`src/rtl/mem_access_ctrl.sv`:
```
// mem_access_ctrl: sequences MAR load, SRAM access wait and MDR load.
// Optional sticky stray-request flag enabled by MEM_ACCESS_CTRL_ERR_EN.
module mem_access_ctrl #(
  parameter int WAIT_CYCLES = 2
) (
  input  logic Clk,
  input  logic Reset,
  input  logic Req,
  input  logic RW,
  output logic LDMAR,
  output logic LDMDR,
  output logic MIOEN,
  output logic CE_N,
  output logic OE_N,
  output logic WE_N,
  output logic Busy,
  output logic Ready,
  output logic Err
);

  generate
    if (WAIT_CYCLES < 1 || WAIT_CYCLES > 15) begin : g_bad_wait
      $error("WAIT_CYCLES must be in 1..15");
    end
  endgenerate

  typedef enum logic [2:0] {
    IDLE,
    ADDR,
    RD_WAIT,
    RD_LATCH,
    WR_DATA,
    WR_WAIT,
    DONE
  } state_t;

  localparam logic [3:0] LOAD = 4'(WAIT_CYCLES - 1);

  state_t     state;
  state_t     state_nx;
  logic       rw_q;
  logic [3:0] cnt;
  logic [3:0] cnt_nx;

  logic ldmar_nx;
  logic ldmdr_nx;
  logic mioen_nx;
  logic ce_n_nx;
  logic oe_n_nx;
  logic we_n_nx;
  logic busy_nx;
  logic ready_nx;

  // Next state and wait counter; counter holds at zero rather than wrapping
  always_comb begin
    state_nx = state;
    cnt_nx   = cnt;
    unique case (state)
      IDLE: begin
        if (Req) state_nx = ADDR;
      end
      ADDR: begin
        cnt_nx   = LOAD;
        state_nx = rw_q ? WR_DATA : RD_WAIT;
      end
      RD_WAIT: begin
        if (cnt == 4'd0) state_nx = RD_LATCH;
        else cnt_nx = cnt - 4'd1;
      end
      RD_LATCH: state_nx = DONE;
      WR_DATA: begin
        cnt_nx   = LOAD;
        state_nx = WR_WAIT;
      end
      WR_WAIT: begin
        if (cnt == 4'd0) state_nx = DONE;
        else cnt_nx = cnt - 4'd1;
      end
      DONE:    state_nx = IDLE;
      default: state_nx = IDLE;
    endcase
  end

  // Strobes for the upcoming state, registered so outputs track state only
  always_comb begin
    ldmar_nx = (state_nx == ADDR);
    ldmdr_nx = (state_nx == RD_LATCH) || (state_nx == WR_DATA);
    mioen_nx = (state_nx == RD_LATCH);
    oe_n_nx  = !((state_nx == RD_WAIT) || (state_nx == RD_LATCH));
    we_n_nx  = !(state_nx == WR_WAIT);
    ce_n_nx  = oe_n_nx && we_n_nx;
    busy_nx  = (state_nx != IDLE);
    ready_nx = (state_nx == DONE);
  end

  // State register, latched access type and registered strobes
  always_ff @(posedge Clk) begin
    if (!Reset) begin
      state <= IDLE;
      cnt   <= 4'd0;
      rw_q  <= 1'b0;
      LDMAR <= 1'b0;
      LDMDR <= 1'b0;
      MIOEN <= 1'b0;
      CE_N  <= 1'b1;
      OE_N  <= 1'b1;
      WE_N  <= 1'b1;
      Busy  <= 1'b0;
      Ready <= 1'b0;
    end else begin
      state <= state_nx;
      cnt   <= cnt_nx;
      if (state == IDLE && Req) rw_q <= RW;
      LDMAR <= ldmar_nx;
      LDMDR <= ldmdr_nx;
      MIOEN <= mioen_nx;
      CE_N  <= ce_n_nx;
      OE_N  <= oe_n_nx;
      WE_N  <= we_n_nx;
      Busy  <= busy_nx;
      Ready <= ready_nx;
    end
  end

`ifdef MEM_ACCESS_CTRL_ERR_EN
  // Sticky flag for a request arriving while an access is in flight
  always_ff @(posedge Clk) begin
    if (!Reset) Err <= 1'b0;
    else if (Req && state != IDLE) Err <= 1'b1;
  end
`else
  assign Err = 1'b0;
`endif

endmodule

```
`config.mk`:
```
export PLATFORM = sky130hd
export DESIGN_NAME = mem_access_ctrl
export DESIGN_NICKNAME = d
export VERILOG_FILES = /design/src/rtl/mem_access_ctrl.sv
export SDC_FILE = /design/constraint.sdc
export NUM_CORES = 1
export LEC_CHECK = 0
export BUFFER_PORTS_ARGS = -buffer_cell sky130_fd_sc_hd__buf_2
export CORE_MARGIN = 5
export CORE_UTILIZATION = 52
export DETAILED_ROUTE_END_ITERATION = 8
export PLACE_DENSITY = 0.81
export SLEW_MARGIN = 0
export SYNTH_ARGS = -nofsm -noshare
export SYNTH_HDL_FRONTEND = slang
export SYNTH_SLANG_ARGS = --single-unit
```
`constraint.sdc`:
```
create_clock -name Clk -period 1.9 [get_ports Clk]
set_clock_uncertainty 0.1 [all_clocks]
set_input_delay 0.095 -clock Clk [delete_from_list [all_inputs] [get_ports Clk]]
set_output_delay 0.095 -clock Clk [all_outputs]
set_load 0.05 [all_outputs]
```
==> results of run 1 <==
[worst max-delay path, delay by kind of cell (launching register included)]
kind | cells | cell delay [ns]
flip-flops | 1 | 0.33
AND/OR/NAND/NOR | 3 | 0.88
AO/OA/AOI/OAI | 1 | 0.09
buffers and inverters | 1 | 0.10
adder cells (fa/ha/maj) | 1 | 0.16
[routing by layer]
metal	wire length (um)	part of all wire [%]	global-route usage, %
met4	25	1.8	9.68
met5	0	0	0
met1	641	45	17.7
met3	67	4.7	3.38
met2	682	48	26.1
[cell usage after synthesis (all sizes together), types with 2 or more instances]
cell type and count:
nor2b 3, nand3b 4, dfxtp 16, o21ai 4
nand2 7, buf 4, a21oi 4, nand2b 5
nor3 2, nand3 3, o22a 2, inv 4
nor2 7, or3b 3, ha 2
[layout make-up]
class	count	area [sq um]
Fill cell	112	488
Timing Repair Buffer	13	75.1
Inverter	4	15.0
Tap cell	15	18.8
Sequential cell	16	320
Multi-Input combinational cell	58	380
Clock buffer	4	36.3
[layout by cell type, fill, tap and decap left out, drive strengths merged, types with 2 or more instances in the layout]
master       instances
a21oi                4
buf                 11
clkbuf               4
dfxtp               16
dlygate4sd3          2
ha                   2
inv                  4
nand2                7
nand2b               5
nand3                3
nand3b               4
nor2                 7
nor2b                3
nor3                 2
o21ai                4
o22a                 2
or3b                 3
[final timing paths]
path | startpoint | endpoint | slack (ns) | cells past startpoint
min reg2reg | cnt[1] | cnt[1] | 0.40 | 2
max | cnt[0] | WE_N | 0.13 | 6
max reg2reg | cnt[0] | WE_N | 0.13 | 6
min | Reset | CE_N | 0.009 | 2
[power groups by stage]
stage	Combinational, mW	Sequential, mW	Clock [mW]
floorplan	0.214	0.480	0
global placement	0.307	0.428	0
detailed placement	0.312	0.431	0
CTS	0.318	0.424	0.235
global route	0.348	0.433	0.250
finish	0.318	0.425	0.229
[cell families after synthesis]
group / after synthesis / synth area share (%)
flip-flops: 16 / 42.8
adder cells (fa/ha/maj): 2 / 3.34
buffers and inverters: 9 / 6.35
AND/OR/NAND/NOR: 37 / 28.8
XOR/XNOR: 1 / 1.17
AO/OA/AOI/OAI: 16 / 15.7
multiplexers: 1 / 1.34
other: 1 / 0.501
[timing repair]
item	4_1_cts	5_1_grt
hold endpoints to repair	2	0
hold buffers	2	0
buffers inserted	0	0
[through the flow]
step                      hold WS (ns)  cells  worst slack (ns)  total power [mW]
after CTS                     0.000803    110             0.127             0.977
final                          0.00894    110             0.127             0.972
after detailed placement         0.265    104             0.148             0.742
after global routing            0.0201    110            0.0152              1.03
after global placement           0.252    104             0.250             0.734
after floorplan                  0.140     83             0.300             0.694
==> out/results.ini, run 1 <==
[global_route]
grt_pass1_wl_um=2450
grt_max_degree=15
grt_usage_pct=15.6
grt.overflow.total=0
first_global_vias=579
antenna_found_initial=0

[worst_setup_path]
critPathArrivalTime_ns=1.86
slowest_delay_ns=0.49
crit_slowest_cell=or3b_2
crit_fanout=3
critPathKind=reg -> reg
critPathRequiredTime_ns=1.98
cp-end-kind=register
crit_path_start_kind=register
path_cells=inv_1 > ha_1 > or3b_2 > nor3_1 > a211oi_1 > nand3b_1

[timing]
min_period_ns=1.77
clock.fmax_mhz=564
slew_violations=0
setup-tns-final_ns=0
min_period_over_period_pct=93.3
finalHoldViolCount=0
setup_viol=0
rsz0062_at_grt=false

[floorplanning]
rows=13
die_w_um=47.9
die-area_sq_um=2300
num_io_pins=13
dieHeight_um=47.9
start_util_pct=56.1
core_sq_um=1330

[synth]
synthArstFlopShare_pct=0
synth_cells=83
ys_types=33
synth_seq_cells=16
synth-edff-count=0
ys.flop_type=dfxtp_1
synth_largest_area_cell=dfxtp_1
synth.cell_area_sq_um=748
yosysWarnings=0
syn_area_per_cell_sq_um=9.01
syn_nets=89
yosysTopAreaCellShare_pct=42.8
ys_seq_area_share_pct=42.8
synthTopCellsByArea=dfxtp_1, nand2b_1, nand3b_1

[power_and_ir_drop]
switching_share_pct=36.7
p_switching_uw=357
p_seq_share_pct=43.7
combPwrFrac_pct=32.7
cellLeakagePower_nw=0.368
p_int_uw=615
peakVddDrop_uv=782
clock_power_share_pct=23.5
p_per_area_nw_per_um2=1150

[routing]
num_vias=595
drt_wl_total_um=1420
dr.first_iter.drc_count=13
dr.pass1.iters=4
drc=0
postRouteAntennaNets=0
drt-wirelength-per-cell_um=12.9
viasPerCell=5.41

[clock_tree]
h-tree-depth=1
cts_buffers=3
clkSlewWorstSetupHoldPaths_ns=0.09
cts_root_buffer=clkbuf_4
cts_buffer_depth=2
cts_tree=done
post_cts_resized=0
clock_sinks=16
worstSkewPairLatency_ns=0.29

[layout]
drive_above_1_share_pct=22.1
final_area_sq_um=846
area_growth_pct=13.0
top_regs=cnt: 4 flops, state: 3 flops
top_register=cnt
utilization_pct=63.4
antennaDiodeCount=0
fin_nets=102
largest_register_ffs=4

[place]
hpwl_um=979
numPortBuffers=11
gp_congestion=0.818
place_area_sq_um=790

[worst_hold_path]
hold_class=in -> reg

[flow_run]
drv_cap=0

[run_status]
status=complete, no violations

Note: power is estimated with default switching activity, not from simulation.
==> inputs of run 2 (changes only) <==
==> constraint.sdc (replaced) <==
create_clock -name Clk -period 1.9 [get_ports Clk]
set_clock_uncertainty 0.1 [all_clocks]
set_input_delay 0.19 -clock Clk [delete_from_list [all_inputs] [get_ports Clk]]
set_output_delay 0.19 -clock Clk [all_outputs]
set_load 0.05 [all_outputs]
==> run 2 against run 1 <==
  * Non-clock buffer count decreased by 2
  * Global-route usage shrank 0.30 points
  * Combinational power about the same
  * Fmax rose by 0.26%
  * Power hardly changed
  * Critical path type unchanged
  * First-iteration DRC count is 38% higher
  * Register-to-register slack about the same
  * Final cell count fell by 1.8%
  * Wire length fell by 0.99%
  * Worst hold slack better by 0.026 ns
  * Sequential share of layout area increased by 0.92 points
==> out/results.ini, run 2 (synthesis gave the netlist of run 1 again) <==
[run_status]
status=complete, no violations  ; unchanged

[power_and_ir_drop]
fin_total_pwr_uw=972  ; about the same
p_per_area_nw_per_um2=1180  ; was 1150 nW/um^2
cellLeakagePower_nw=0.360  ; was 0.368 nW
peakVddDrop_uv=780  ; was 782 uV

[global_route]
grt.overflow.total=0  ; unchanged
grt_usage_pct=15.3  ; was 15.6%
grt_pass1_wl_um=2390  ; was 2450 um
first_global_vias=564  ; was 579
antenna_found_initial=0  ; unchanged
grt_max_degree=15  ; unchanged

[worst_setup_path]
critPathRequiredTime_ns=1.99  ; was 1.98 ns
rrSetupSlack_ns=0.13  ; about the same
critPathArrivalTime_ns=1.86  ; about the same
slowest_delay_ns=0.49  ; about the same
path_cells=inv_1 > ha_1 > or3b_2 > nor3_1 > a211oi_1 > nand3b_1  ; unchanged
r2r_end=WE_N  ; unchanged
critPathKind=reg -> reg  ; unchanged
cp-end-kind=register  ; unchanged
r2r_cells=6  ; unchanged
crit_slowest_cell=or3b_2  ; unchanged
rr_startpoint=cnt[0]  ; unchanged
crit_path_start_kind=register  ; unchanged
crit_fanout=3  ; unchanged

[worst_hold_path]
hold_depth=3  ; was 2
hold_class=in -> reg  ; unchanged
hold_end=rw_q  ; was CE_N
hold_start=RW  ; was Reset

[place]
numPortBuffers=11  ; unchanged
gp_congestion=0.818  ; unchanged
place_area_sq_um=790  ; unchanged
dpl.cell_count=104  ; unchanged
hpwl_um=979  ; unchanged

[routing]
drc=0  ; unchanged
drt_wl_total_um=1400  ; was 1420 um
num_vias=592  ; was 595
viasPerCell=5.48  ; was 5.41
dr.pass1.iters=4  ; unchanged
drt-wirelength-per-cell_um=13.0  ; was 12.9 um
dr.first_iter.drc_count=18  ; was 13
postRouteAntennaNets=0  ; unchanged

[floorplanning]
die-area_sq_um=2300  ; unchanged
core_sq_um=1330  ; unchanged
start_util_pct=56.1  ; unchanged
num_io_pins=13  ; unchanged
die_w_um=47.9  ; unchanged
dieHeight_um=47.9  ; unchanged
rows=13  ; unchanged

[timing]
min_period_over_period_pct=93.1  ; was 93.3%
rsz0062_at_grt=false  ; unchanged
finalHoldViolCount=0  ; unchanged
setup_viol=0  ; unchanged
slew_violations=0  ; unchanged
setup-tns-final_ns=0  ; unchanged
min_period_ns=1.77  ; about the same
clock.fmax_mhz=565  ; was 564 MHz

[clock_tree]
cts_tree=done  ; unchanged
clkSlewWorstSetupHoldPaths_ns=0.09  ; about the same
post_cts_resized=0  ; unchanged
h-tree-depth=1  ; unchanged
cts_root_buffer=clkbuf_4  ; unchanged
post_cts_buffers=0  ; unchanged
worstSkewPairLatency_ns=0.30  ; was 0.29 ns
cts_buffer_depth=2  ; unchanged
clock_sinks=16  ; unchanged
cts_buffers=3  ; unchanged
ctsHoldBuffers=0  ; was 2

[layout]
antennaDiodeCount=0  ; unchanged
top_register=cnt  ; unchanged
top_regs=cnt: 4 flops, state: 3 flops  ; unchanged
area_growth_pct=10.4  ; was 13.0%
final_area_sq_um=826  ; was 846 sq um
fin_cells=108  ; was 110
fillers=114  ; was 112
utilization_pct=61.9  ; was 63.4%
fin_nets=100  ; was 102
final_common_cell=dfxtp_1  ; unchanged
largest_register_ffs=4  ; unchanged
final_cell_mix=dfxtp_1, buf_2, nor2_1  ; unchanged
drive_above_1_share_pct=22.6  ; was 22.1%

[flow_run]
drv_cap=0  ; unchanged

==> run 2: cell count changes in the layout (fill, tap and decap cells not counted) <==
| cell | delta |
|---|---|
| dlygate4sd3_1 | -2 |
==> run 2: area by class of cell <==
type	count	area, sq um	area share [%]
well taps	15	18.8	2.27
flip-flops and latches	16	320	38.8
multi-input cells	58	380	46.1
repair buffers	11	55.1	6.67
clock buffers	4	36.3	4.39
inverters	4	15.0	1.82
==> run 2: per-stage QoR <==
| stage | worst slack [ns] | hold WS (ns) |
|---|---|---|
| after floorplan | 0.300 | 0.235 |
| after global placement | 0.250 | 0.347 |
| after detailed placement | 0.148 | 0.360 |
| after CTS | 0.127 | 0.0416 |
| after global routing | 0.0152 | 0.0615 |
| final | 0.132 | 0.0348 |
==> run 2: critical path: cells and delay by family, from the launching register on <==
kind,cells,cell delay (ns)
buffers and inverters,1,0.10
AND/OR/NAND/NOR,3,0.87
adder cells (fa/ha/maj),1,0.16
flip-flops,1,0.33
AO/OA/AOI/OAI,1,0.09
==> run 2: worst max-delay path by stage <==
stage	startpoint	to	slack, ns	cells past startpoint
4_1_cts	cnt[0]	WE_N	0.13	6
2_1_floorplan	cnt[0]	WE_N	0.30	6
5_1_grt	cnt[0]	WE_N	0.02	6
3_3_place_gp	cnt[0]	WE_N	0.25	6
6_report	cnt[0]	WE_N	0.13	6
3_5_place_dp	cnt[0]	WE_N	0.15	6
==> run 2: metal layers <==
metal / vias to the layer above / global-route usage (%) / part of all wire (%)
met3: 6 / 3.38 / 5.2
met4: 0 / 9.68 / 2.9
met1: 271 / 17.3 / 45
met5: - / 0 / 0
met2: 16 / 25.6 / 47
li1: 299 / - / -
==> run 2: power breakdown <==
group          switching [mW]  internal [mW]
registers              0.0453          0.380
clock network           0.115          0.117
logic                   0.199          0.116
